File: src/rtl/md_pkg.sv
// Shared types and constants for the iterative multiply/divide unit.
// Optional feature macro used by this slice: MD_EARLY_OUT_EN.
package md_pkg;

  localparam int MD_XLEN = 32;
  localparam int MD_ITER = 32;

  typedef enum logic [2:0] {
    MD_MULT  = 3'd0,
    MD_MULTU = 3'd1,
    MD_DIV   = 3'd2,
    MD_DIVU  = 3'd3,
    MD_MFHI  = 3'd4,
    MD_MFLO  = 3'd5,
    MD_MTHI  = 3'd6,
    MD_MTLO  = 3'd7
  } md_op_e;

  typedef enum logic {
    IDLE = 1'b0,
    RUN  = 1'b1
  } md_state_e;

  // Codes 0..3 are the iterative multiply/divide operations.
  function automatic logic md_is_arith(input logic [2:0] code);
    return (code[2] == 1'b0);
  endfunction

endpackage

File: src/rtl/md_if.sv
// Bus between the ID/EX stage and the multiply/divide unit.
interface md_if
  import md_pkg::*;
#(
  parameter int XLEN = MD_XLEN
);

  logic            start;
  logic [2:0]      md_control;
  logic [XLEN-1:0] a;
  logic [XLEN-1:0] b;
  logic            busy;
  logic [XLEN-1:0] hi;
  logic [XLEN-1:0] lo;
  logic [XLEN-1:0] result;

  modport master (
    output start, md_control, a, b,
    input  busy, hi, lo, result
  );

  modport slave (
    input  start, md_control, a, b,
    output busy, hi, lo, result
  );

endinterface

File: src/rtl/md_step.sv
// One radix-2 iteration: shift-add multiply step or restoring divide step.
module md_step
  import md_pkg::*;
#(
  parameter int XLEN = MD_XLEN
) (
  input  logic              div_i,
  input  logic [2*XLEN-1:0] acc_i,
  input  logic [2*XLEN-1:0] opnd_i,
  input  logic [XLEN-1:0]   mplr_i,
  output logic [2*XLEN-1:0] acc_o,
  output logic [2*XLEN-1:0] opnd_o,
  output logic [XLEN-1:0]   mplr_o
);

  // In divide mode acc holds {remainder, dividend/quotient}; the trial needs one extra bit.
  logic [2*XLEN:0] shl_s;
  logic [XLEN:0]   trial_s;
  logic [XLEN-1:0] diff_s;

  assign shl_s   = {acc_i, 1'b0};
  assign trial_s = shl_s[2*XLEN:XLEN];
  assign diff_s  = trial_s[XLEN-1:0] - opnd_i[XLEN-1:0];

  // Next accumulator and shifted operands for the selected mode.
  always_comb begin
    acc_o  = acc_i;
    opnd_o = opnd_i;
    mplr_o = mplr_i;
    if (div_i) begin
      if (trial_s >= {1'b0, opnd_i[XLEN-1:0]}) begin
        acc_o = {diff_s, shl_s[XLEN-1:1], 1'b1};
      end else begin
        acc_o = shl_s[2*XLEN-1:0];
      end
    end else begin
      if (mplr_i[0]) begin
        acc_o = acc_i + opnd_i;
      end else begin
        acc_o = acc_i;
      end
      opnd_o = opnd_i << 1;
      mplr_o = mplr_i >> 1;
    end
  end

endmodule

File: src/rtl/md_unit.sv
// Iterative multiply/divide unit owning HI/LO; busy stalls the front end.
// Optional MD_EARLY_OUT_EN: multiplies retire once the multiplier is exhausted.
module md_unit
  import md_pkg::*;
#(
  parameter int XLEN = MD_XLEN,
  parameter int ITER = MD_ITER
) (
  input  logic clock,
  input  logic reset,
  md_if.slave  bus
);

  localparam int            CW   = $clog2(ITER);
  localparam logic [CW-1:0] LAST = CW'(ITER - 1);

  md_state_e         state_q, state_d;
  md_op_e            op_q, op_d;
  logic [CW-1:0]     cnt_q, cnt_d;
  logic              busy_q, busy_d;
  logic              neg_q, neg_d;
  logic              sa_q, sa_d;
  logic              dz_q, dz_d;
  logic [2*XLEN-1:0] acc_q, acc_d;
  logic [2*XLEN-1:0] opnd_q, opnd_d;
  logic [XLEN-1:0]   mplr_q, mplr_d;
  logic [XLEN-1:0]   hi_q, hi_d;
  logic [XLEN-1:0]   lo_q, lo_d;

  logic              is_div_s;
  logic              sgn_s;
  logic              a_neg_s;
  logic              b_neg_s;
  logic [XLEN-1:0]   a_mag_s;
  logic [XLEN-1:0]   b_mag_s;
  logic              last_s;
  logic [2*XLEN-1:0] step_acc_s;
  logic [2*XLEN-1:0] step_opnd_s;
  logic [XLEN-1:0]   step_mplr_s;
  logic [2*XLEN-1:0] prod_s;
  logic [XLEN-1:0]   quot_s;
  logic [XLEN-1:0]   rem_s;

  assign is_div_s = (op_q == MD_DIV) || (op_q == MD_DIVU);
  assign sgn_s    = ~bus.md_control[0];
  assign a_neg_s  = sgn_s & bus.a[XLEN-1];
  assign b_neg_s  = sgn_s & bus.b[XLEN-1];
  assign a_mag_s  = a_neg_s ? (~bus.a + {{(XLEN-1){1'b0}}, 1'b1}) : bus.a;
  assign b_mag_s  = b_neg_s ? (~bus.b + {{(XLEN-1){1'b0}}, 1'b1}) : bus.b;

  md_step #(.XLEN(XLEN)) u_step (
    .div_i  (is_div_s),
    .acc_i  (acc_q),
    .opnd_i (opnd_q),
    .mplr_i (mplr_q),
    .acc_o  (step_acc_s),
    .opnd_o (step_opnd_s),
    .mplr_o (step_mplr_s)
  );

  // Sign fix-up on magnitudes; neg_q/sa_q are already cleared for unsigned ops.
  assign prod_s = neg_q ? (~step_acc_s + {{(2*XLEN-1){1'b0}}, 1'b1}) : step_acc_s;
  assign quot_s = neg_q ? (~step_acc_s[XLEN-1:0] + {{(XLEN-1){1'b0}}, 1'b1})
                        : step_acc_s[XLEN-1:0];
  assign rem_s  = sa_q ? (~step_acc_s[2*XLEN-1:XLEN] + {{(XLEN-1){1'b0}}, 1'b1})
                       : step_acc_s[2*XLEN-1:XLEN];

  // Final-iteration detection, including the optional multiply early-out.
  always_comb begin
    last_s = (cnt_q == LAST);
`ifdef MD_EARLY_OUT_EN
    if (!is_div_s && (step_mplr_s == {XLEN{1'b0}})) begin
      last_s = 1'b1;
    end else begin
      last_s = (cnt_q == LAST);
    end
`endif
  end

  // Next-state and datapath update.
  always_comb begin
    state_d = state_q;
    op_d    = op_q;
    cnt_d   = cnt_q;
    neg_d   = neg_q;
    sa_d    = sa_q;
    dz_d    = dz_q;
    acc_d   = acc_q;
    opnd_d  = opnd_q;
    mplr_d  = mplr_q;
    hi_d    = hi_q;
    lo_d    = lo_q;
    case (state_q)
      IDLE: begin
        if (bus.start) begin
          if (md_is_arith(bus.md_control)) begin
            op_d    = md_op_e'(bus.md_control);
            cnt_d   = {CW{1'b0}};
            neg_d   = a_neg_s ^ b_neg_s;
            sa_d    = a_neg_s;
            dz_d    = (bus.b == {XLEN{1'b0}});
            state_d = RUN;
            if (bus.md_control[1]) begin
              acc_d  = {{XLEN{1'b0}}, a_mag_s};
              opnd_d = {{XLEN{1'b0}}, b_mag_s};
              mplr_d = {XLEN{1'b0}};
            end else begin
              acc_d  = {(2*XLEN){1'b0}};
              opnd_d = {{XLEN{1'b0}}, a_mag_s};
              mplr_d = b_mag_s;
            end
          end else if (bus.md_control == MD_MTHI) begin
            hi_d = bus.a;
          end else if (bus.md_control == MD_MTLO) begin
            lo_d = bus.a;
          end else begin
            state_d = IDLE;
          end
        end else begin
          state_d = IDLE;
        end
      end
      RUN: begin
        acc_d  = step_acc_s;
        opnd_d = step_opnd_s;
        mplr_d = step_mplr_s;
        cnt_d  = cnt_q + {{(CW-1){1'b0}}, 1'b1};
        if (last_s) begin
          state_d = IDLE;
          if (is_div_s) begin
            lo_d = dz_q ? {XLEN{1'b1}} : quot_s;
            hi_d = rem_s;
          end else begin
            lo_d = prod_s[XLEN-1:0];
            hi_d = prod_s[2*XLEN-1:XLEN];
          end
        end else begin
          state_d = RUN;
        end
      end
      default: begin
        state_d = IDLE;
      end
    endcase
    busy_d = (state_d == RUN);
  end

  // State and datapath registers; reset discards any in-flight operation.
  always_ff @(posedge clock or posedge reset) begin
    if (reset) begin
      state_q <= IDLE;
      op_q    <= MD_MULT;
      cnt_q   <= {CW{1'b0}};
      busy_q  <= 1'b0;
      neg_q   <= 1'b0;
      sa_q    <= 1'b0;
      dz_q    <= 1'b0;
      acc_q   <= {(2*XLEN){1'b0}};
      opnd_q  <= {(2*XLEN){1'b0}};
      mplr_q  <= {XLEN{1'b0}};
      hi_q    <= {XLEN{1'b0}};
      lo_q    <= {XLEN{1'b0}};
    end else begin
      state_q <= state_d;
      op_q    <= op_d;
      cnt_q   <= cnt_d;
      busy_q  <= busy_d;
      neg_q   <= neg_d;
      sa_q    <= sa_d;
      dz_q    <= dz_d;
      acc_q   <= acc_d;
      opnd_q  <= opnd_d;
      mplr_q  <= mplr_d;
      hi_q    <= hi_d;
      lo_q    <= lo_d;
    end
  end

  assign bus.busy   = busy_q;
  assign bus.hi     = hi_q;
  assign bus.lo     = lo_q;
  assign bus.result = (bus.md_control == MD_MFHI) ? hi_q : lo_q;

endmodule

File: src/flat_wrapper.sv
// flat-port wrapper written by rule: the top's interface ports become plain ports
module md_unit_flat import md_pkg::*;
#(
  parameter int XLEN = MD_XLEN,
  parameter int ITER = MD_ITER
)
  (clock, reset, bus_start, bus_md_control, bus_a, bus_b, bus_busy, bus_hi, bus_lo, bus_result);
  md_if #(.XLEN(XLEN)) bus_i ();
  input  logic clock;
  input  logic reset;
  input wire logic [$bits(bus_i.start)-1:0] bus_start;
  input wire logic [$bits(bus_i.md_control)-1:0] bus_md_control;
  input wire logic [$bits(bus_i.a)-1:0] bus_a;
  input wire logic [$bits(bus_i.b)-1:0] bus_b;
  output wire logic [$bits(bus_i.busy)-1:0] bus_busy;
  output wire logic [$bits(bus_i.hi)-1:0] bus_hi;
  output wire logic [$bits(bus_i.lo)-1:0] bus_lo;
  output wire logic [$bits(bus_i.result)-1:0] bus_result;
  assign bus_i.start = bus_start;
  assign bus_i.md_control = bus_md_control;
  assign bus_i.a = bus_a;
  assign bus_i.b = bus_b;
  assign bus_busy = bus_i.busy;
  assign bus_hi = bus_i.hi;
  assign bus_lo = bus_i.lo;
  assign bus_result = bus_i.result;
  md_unit #(.XLEN(XLEN), .ITER(ITER)) u_core (.clock(clock), .reset(reset), .bus(bus_i));
endmodule
File: config.mk
export PLATFORM = sky130hd
export DESIGN_NAME = md_unit_flat
export DESIGN_NICKNAME = d
export VERILOG_FILES = /design/src/rtl/md_pkg.sv /design/src/rtl/md_if.sv /design/src/rtl/md_step.sv /design/src/rtl/md_unit.sv /design/src/flat_wrapper.sv
export SDC_FILE = /design/constraint.sdc
export NUM_CORES = 1
export LEC_CHECK = 0
export ABC_AREA = 0
export CELL_PAD_IN_SITES_DETAIL_PLACEMENT = 0
export CELL_PAD_IN_SITES_GLOBAL_PLACEMENT = 2
export CORE_MARGIN = 3
export CORE_UTILIZATION = 32
export CTS_BUF_LIST = sky130_fd_sc_hd__clkbuf_4 sky130_fd_sc_hd__clkbuf_8
export CTS_CLUSTER_DIAMETER = 100
export DETAILED_ROUTE_END_ITERATION = 8
export PLACE_DENSITY = 0.72
export SLEW_MARGIN = 10
export SYNTH_ARGS = -nofsm -noshare
export SYNTH_HDL_FRONTEND = slang
export SYNTH_HIERARCHICAL = 1
export SYNTH_SLANG_ARGS = --single-unit
File: constraint.sdc
create_clock -name clock -period 8.67 [get_ports clock]
set_input_delay 0.867 -clock clock [delete_from_list [all_inputs] [get_ports clock]]
set_output_delay 0.867 -clock clock [all_outputs]
set_load 0.05 [all_outputs]
==> summary.txt, run 1 <==
Global routing
  – GR Util met2: 0.473
  – First-pass GRT wire length: between 150,000 and 200,000 um
  – Largest net degree at the start of global routing: 142
  – GR Overflow Total: 0
  – Met1 Track Usage GR: 0.397
  – Total GRT Usage: 0.295
  – Number of global-route vias before repair: ~23,000
  – Layer with the highest usage: met2
  – Antenna violations before repair: 5
  – Routing usage on met3: 0.0423

Clock tree
  – CTS Hold Buffers Added: 0
  – Clock buffer count from CTS: 50
  – Root Driver: clkbuf_8
  – Clock latency on the worst-skew pair: 690 ps
  – Clock tree buffer depth: 3
  – CTS tree: yes
  – Clk sinks: between 200 and 250
  – Post_cts resized: 0
  – CTS clk-pin slew, worst paths: 60 ps
  – H-tree depth: 2
  – Post-CTS setup repair buffer count: 0

Synth
  – Synthesized area: 22,900 sq um
  – Ys async rst share: 1.00
  – Seq/Total Area, Yosys: 0.255
  – Synth Net Count: 3,151
  – Mapped Cells: 2,978
  – Ys flop type: dfrtp_1
  – Syn Area/Cell: 7.70 sq um
  – Netlist cell types: ~100
  – EDFF count, synth: 0
  – Yosys warnings: 6
  – #FFs+latches synth: 234

Setup path
  – CP arrival: 7430 ps
  – Critical path class: reg2reg
  – Crit start category: flip-flop
  – Critical path capture point type: flip-flop
  – CP required: 9170 ps
  – CP max FO: 31

Detailed routing
  – Number of remaining DRC errors: 0
  – Wirelength, routed: 114,000 um
  – Final antenna-violating net count: 0
  – DRT Pass-1 Iters: 6
  – DR vias: 24,300
  – Routed wire per std cell: 28.2 um
  – Initial DRC count: 2,464
  – Number of vias per cell: 6.03

Run
  – Maxcap violations: 0

Placed design
  – RePlAce Congestion: 0.933
  – IO Port Bufs: 166
  – Post-DP HPWL: 87,100 um

STA
  – Fmax: 144 MHz
  – Fin crit period: between 6000 and 7000 ps
  – Slew margin rel.: 0.163
  – Fin crit share: 0.800
  – RSZ-0062 raised after global routing: no
  – Endpoints failing setup: 0
  – Clk_skew: between 40 and 50 ps
  – Setup tns final: 0 ps
  – Final hold violations: 0
  – Slew at the pin closest to its max-slew limit: 1250 ps
  – Final Slew Violations: 0

Power
  – Pwr Total: 0.0138 W
  – Leak: 10.8 nW
  – Worst vdd ir: 0.203 mV
  – Pwr dens: 519 nW/um^2

Run status
  – Run status: complete, no violations

Floorplanning
  – # rows: 97
  – Core ar.: about 70,000 sq um
  – Die area: 74,900 sq um
  – I/O pin cnt: 167
  – Die Ht: 274 um
  – Initial Utilization: 0.325
  – Die width: 274 um

Final layout
  – Share of cells above drive strength 1: 0.110
  – Commonest non-fill, non-tap cells in the layout: 415 x nand2_1, 308 x o21ai_0, 231 x dfrtp_1
  – Area grow syn2layout: 15.8%
  – Commonest non-fill, non-tap cell in the layout: nand2_1
  – Final-stage net count: between 3,000 and 4,000

Worst hold path
  – Hold crit path type: reg2reg
[final timing paths]
path	slack (ps)	depth (start not counted)	to	start
hold reg to reg	480	1	u_core/cnt_q[3]$_DFFE_PP0P_	u_core/cnt_q[3]$_DFFE_PP0P_
setup reg to reg	1740	17	u_core/bus.hi[16]$_DFFE_PP0P_	u_core/acc_q[36]$_DFFE_PP0P_
hold / removal	480	1	u_core/cnt_q[3]$_DFFE_PP0P_	u_core/cnt_q[3]$_DFFE_PP0P_
max in group asynchronous	6600	3	u_core/bus.hi[19]$_DFFE_PP0P_	reset
setup / recovery	1740	17	u_core/bus.hi[16]$_DFFE_PP0P_	u_core/acc_q[36]$_DFFE_PP0P_
min in group asynchronous	700	2	u_core/bus.lo[24]$_DFFE_PP0P_	reset
[logic make-up (layout without fill, tap and decap cells)]
| kind of cell | after synthesis | count (layout) | synth area share |
|---|---|---|---|
| compound gates | 1010 | 1010 | 0.279 |
| simple gates | 999 | 999 | 0.212 |
| buf+inv | 293 | 406 | 0.0522 |
| flops | 234 | 234 | 0.255 |
| xor+xnor | 177 | 177 | 0.0676 |
| mux | 162 | 162 | 0.0768 |
| fa+ha+maj | 103 | 103 | 0.0568 |
| other cells | 0 | 3 | 0 |
[cells in the mapped netlist, drive strengths merged (18+ instances only)]
cell,count,area (sq um)
a211oi,41,313
a21o,58,435
a21oi,231,1160
a22oi,48,360
a31oi,39,244
and3,35,219
buf,49,273
clkbuf,166,631
dfrtp,234,5860
ha,101,1260
inv,78,293
mux2,112,1260
mux2i,50,500
nand2,415,1560
nand2b,25,156
nand3,51,265
nand4,32,200
nor2,187,702
nor2b,40,250
nor3,57,307
nor4,31,258
o211ai,25,193
o21ai,316,1580
o21bai,20,150
o221ai,18,158
o22ai,27,169
o31ai,29,218
o41ai,20,183
or3,37,246
or4,18,148
xnor2,112,981
xor2,65,569
[power by group]
| group | internal (W) | leakage, nW | switching [W] |
|---|---|---|---|
| Combinational | 0.00361 | 7.34 | 0.00651 |
| Sequential | 0.00161 | 2.92 | 0.000735 |
| Clock | 0.000747 | 0.574 | 0.000600 |
| Total | 0.00596 | 10.8 | 0.00784 |
[registers in the layout, indices dropped and copies added (netlist names), 5 cells and up]
register / cells
u_core/acc_q: 64
u_core/bus.hi: 32
u_core/bus.lo: 32
u_core/cnt_q: 5
u_core/mplr_q: 32
u_core/opnd_q: 64
[metal layers]
metal	routed length, um	share of wire
met1	49500	0.44
met2	52100	0.46
met3	7180	0.063
met4	4940	0.043
met5	0	0
[worst max-delay path: stages (launching register included)]
cell and delay, ps:
dfrtp_1 510, ha_1 450, nand3_1 300, or3_1 160, a21oi_1 40, nor3_1 590, o21ai_1 320, a211oi_2 410
o211a_2 850, a21oi_1 340, inv_1 180, ha_1 210, or3b_1 480, nand2b_1 440, nor4_4 800, o22ai_1 230
a2111oi_0 340, a311oi_1 100
[cell type report]
type                    instances  area, sq um
clock buffers                  79          981
inverters                      78          300
repair buffers                240         2230
well taps                     940         1180
multi-input cells            2451        15900
diodes                          3         7.51
fillers                      7404        43900
flip-flops and latches        234         5870
clock inverters                 9         86.3
[metrics by stage]
step	instance area (sq um)	utilization	cells	setup slack, ps	hold slack [ps]
after floorplan	22900	-	2978	1390	442
after global placement	25500	0.362	3943	2090	464
after detailed placement	25500	0.362	3943	1990	473
after CTS	26600	0.377	4031	1970	481
after global routing	26600	0.377	4032	1480	510
final	26600	0.377	4034	1740	482
Note: power is estimated with default switching activity, not from simulation.
==> run 2: changes to the inputs <==
PLACE_DENSITY = 0.75   (was 0.72)
clock period = 5.82 ns   (was 8.67 ns; I/O delays follow)
==> run 2 against run 1 <==
Design area grew 4.3%; register-to-register slack lost 1500 ps; highest routed layer unchanged; clock skew grew 8.8 ps; sequential share of layout area shrank 0.90 points; first-iteration DRC count grew 0.89%; via count grew 2.3%; critical path type unchanged; largest cell class unchanged; wire length shrank 2.8%.
==> summary.txt, run 2 (synthesis results as in run 1) <==
Clock tree
  – CTS tree: yes
  – CTS Hold Buffers Added: 0
  – Clock tree buffer depth: 3
  – Clock latency on the worst-skew pair: roughly 680 ps
  – H-tree depth: 2
  – CTS clk-pin slew, worst paths: 70 ps
  – Root Driver: clkbuf_8
  – Clk sinks: 234
  – Clock buffer count from CTS: 50

Floorplanning
  – # rows: 97
  – Die area: ~75,000 sq um
  – Die Ht: 274 um
  – Die width: 274 um
  – I/O pin cnt: 167
  – Core ar.: roughly 71,000 sq um
  – Initial Utilization: 0.325

Global routing
  – Largest net degree at the start of global routing: 166
  – Total GRT Usage: 0.284
  – Antenna violations before repair: 5
  – GR Overflow Total: 0
  – First-pass GRT wire length: 160,000 um
  – Number of global-route vias before repair: 23,700

Setup path
  – Crit path largest cell delay: 460 ps
  – Worst reg-to-reg path cell count: 20
  – Worst r2r dst: u_core/bus.hi[28]$_DFFE_PP0P_
  – Crit path buf inv count: 2
  – CP max stage cell: dfrtp_2
  – CP max FO: 6
  – Critical path capture point type: flip-flop
  – Worst r2r src: u_core/opnd_q[0]$_DFFE_PP0P_
  – CP required: 6400 ps
  – Worst reg2reg setup slack: 200 ps
  – CP arrival: 6200 ps
  – Critical path class: reg2reg
  – Delay-heaviest family, CP: compound AO/OA/AOI/OAI gates
  – Crit start category: flip-flop
  – Cell Chain, Critical Path: ha_1, fa_1, a21o_1, a221o_1, a31oi_2, buf_4, nor2_1, nor2_1, o21ai_0, a21oi_1, xnor2_1, a211oi_1, a21oi_1, nor4_2, nand4b_1, or3_1, nor3b_1, buf_4, mux2_2, a32o_1

Detailed routing
  – Wirelength, routed: 111,000 um
  – DR vias: about 25,000
  – Number of remaining DRC errors: 0
  – Routed wire per std cell: 26.6 um
  – Wl on met1: 47,700 um
  – Met3 wire length: 7580 um
  – Initial DRC count: 2,486
  – Routed met2 length: approximately 50,000 um
  – DRT Pass-1 Iters: 8
  – Top Layer Used: met4
  – Final antenna-violating net count: 0
  – Number of vias per cell: around 6

Final layout
  – Commonest non-fill, non-tap cells in the layout: 415 x nand2_1, 310 x o21ai_0, 230 x dfrtp_1
  – Commonest non-fill, non-tap cell in the layout: nand2_1
  – Share of cells above drive strength 1: 0.147
  – Regs by FF count: u_core/acc_q: 64 flops, u_core/opnd_q: 64 flops
  – Final core occ: 0.393
  – Final-stage net count: 3,350
  – Area grow syn2layout: 20.8%

Run
  – Maxcap violations: 0

STA
  – Clk_skew: about 52 ps
  – Fmax: 178 MHz
  – Fin crit share: 0.966
  – Fin crit period: 5620 ps
  – RSZ-0062 raised after global routing: yes
  – Slew margin rel.: 0.0789
  – Final Slew Violations: 0
  – Final hold violations: 0
  – Setup WS post-layout: 195 ps
  – Endpoints failing setup: 0
  – Slew at the pin closest to its max-slew limit: 1370 ps

Placed design
  – IO Port Bufs: between 150 and 200
  – RePlAce Congestion: between 0.9 and 1
  – Pre-CTS setup slack: 166 ps
  – Post-DP HPWL: between 80,000 and 90,000 um

Run status
  – Run status: complete, no violations

Worst hold path
  – Hold crit path type: in2async

Power
  – Pwr dens: roughly 780 nW/um^2
  – Leak: 11.5 nW
  – Worst vdd ir: 0.363 mV
==> run 2: worst max path at each step <==
stage	slack (ps)	cells after the start	to	from
global route	-10	20	u_core/bus.hi[28]$_DFFE_PP0P_	u_core/opnd_q[0]$_DFFE_PP0P_
finish	200	20	u_core/bus.hi[28]$_DFFE_PP0P_	u_core/opnd_q[0]$_DFFE_PP0P_
global placement	120	19	u_core/bus.hi[31]$_DFFE_PP0P_	u_core/acc_q[4]$_DFFE_PP0P_
CTS	140	20	u_core/bus.hi[28]$_DFFE_PP0P_	u_core/opnd_q[0]$_DFFE_PP0P_
detailed placement	170	20	u_core/bus.hi[28]$_DFFE_PP0P_	u_core/opnd_q[0]$_DFFE_PP0P_
floorplan	700	21	u_core/bus.hi[28]$_DFFE_PP0P_	u_core/acc_q[40]$_DFFE_PP0P_
==> run 2: where the power goes <==
| group | internal, W | switching (W) |
|---|---|---|
| registers | 0.00239 | 0.00105 |
| clock network | 0.00126 | 0.000891 |
| logic | 0.00609 | 0.00983 |
| total | 0.00974 | 0.0118 |
==> run 2: metrics by stage <==
step / power (W) / hold slack [ps] / cell area (sq um) / cells / setup TNS [ps]
CTS: 0.0213 / 345 / 27600 / 4151 / 0
finish: 0.0215 / 362 / 27700 / 4157 / 0
global route: 0.0228 / 396 / 27700 / 4154 / -13.7
global placement: 0.0189 / 458 / 26500 / 4063 / 0
detailed placement: 0.0190 / 474 / 26500 / 4063 / 0
floorplan: 0.0130 / 442 / 22900 / 2978 / 0
==> run 2: cell type report <==
| cell class | instances | area (sq um) |
|---|---|---|
| multi-input combinational | 2451 | 16000 |
| clock inverter | 10 | 160 |
| sequential | 234 | 5870 |
| timing repair buffer | 362 | 3220 |
| inverter | 78 | 297 |
| antenna | 4 | 10.0 |
| fill | 7249 | 42800 |
| clock buffer | 78 | 998 |
| tap | 940 | 1180 |
==> run 2: layer usage <==
layer	GRT usage	vias to the layer above
met5	0	-
met4	0.114	0
met3	0.0444	231
met2	0.455	1028
met1	0.381	12300
li1	-	11400
==> run 2: timing repair <==
item	in CTS	in global routing
setup buffers	0	2
setup endpoints to repair	0	14
gates resized for setup	0	12
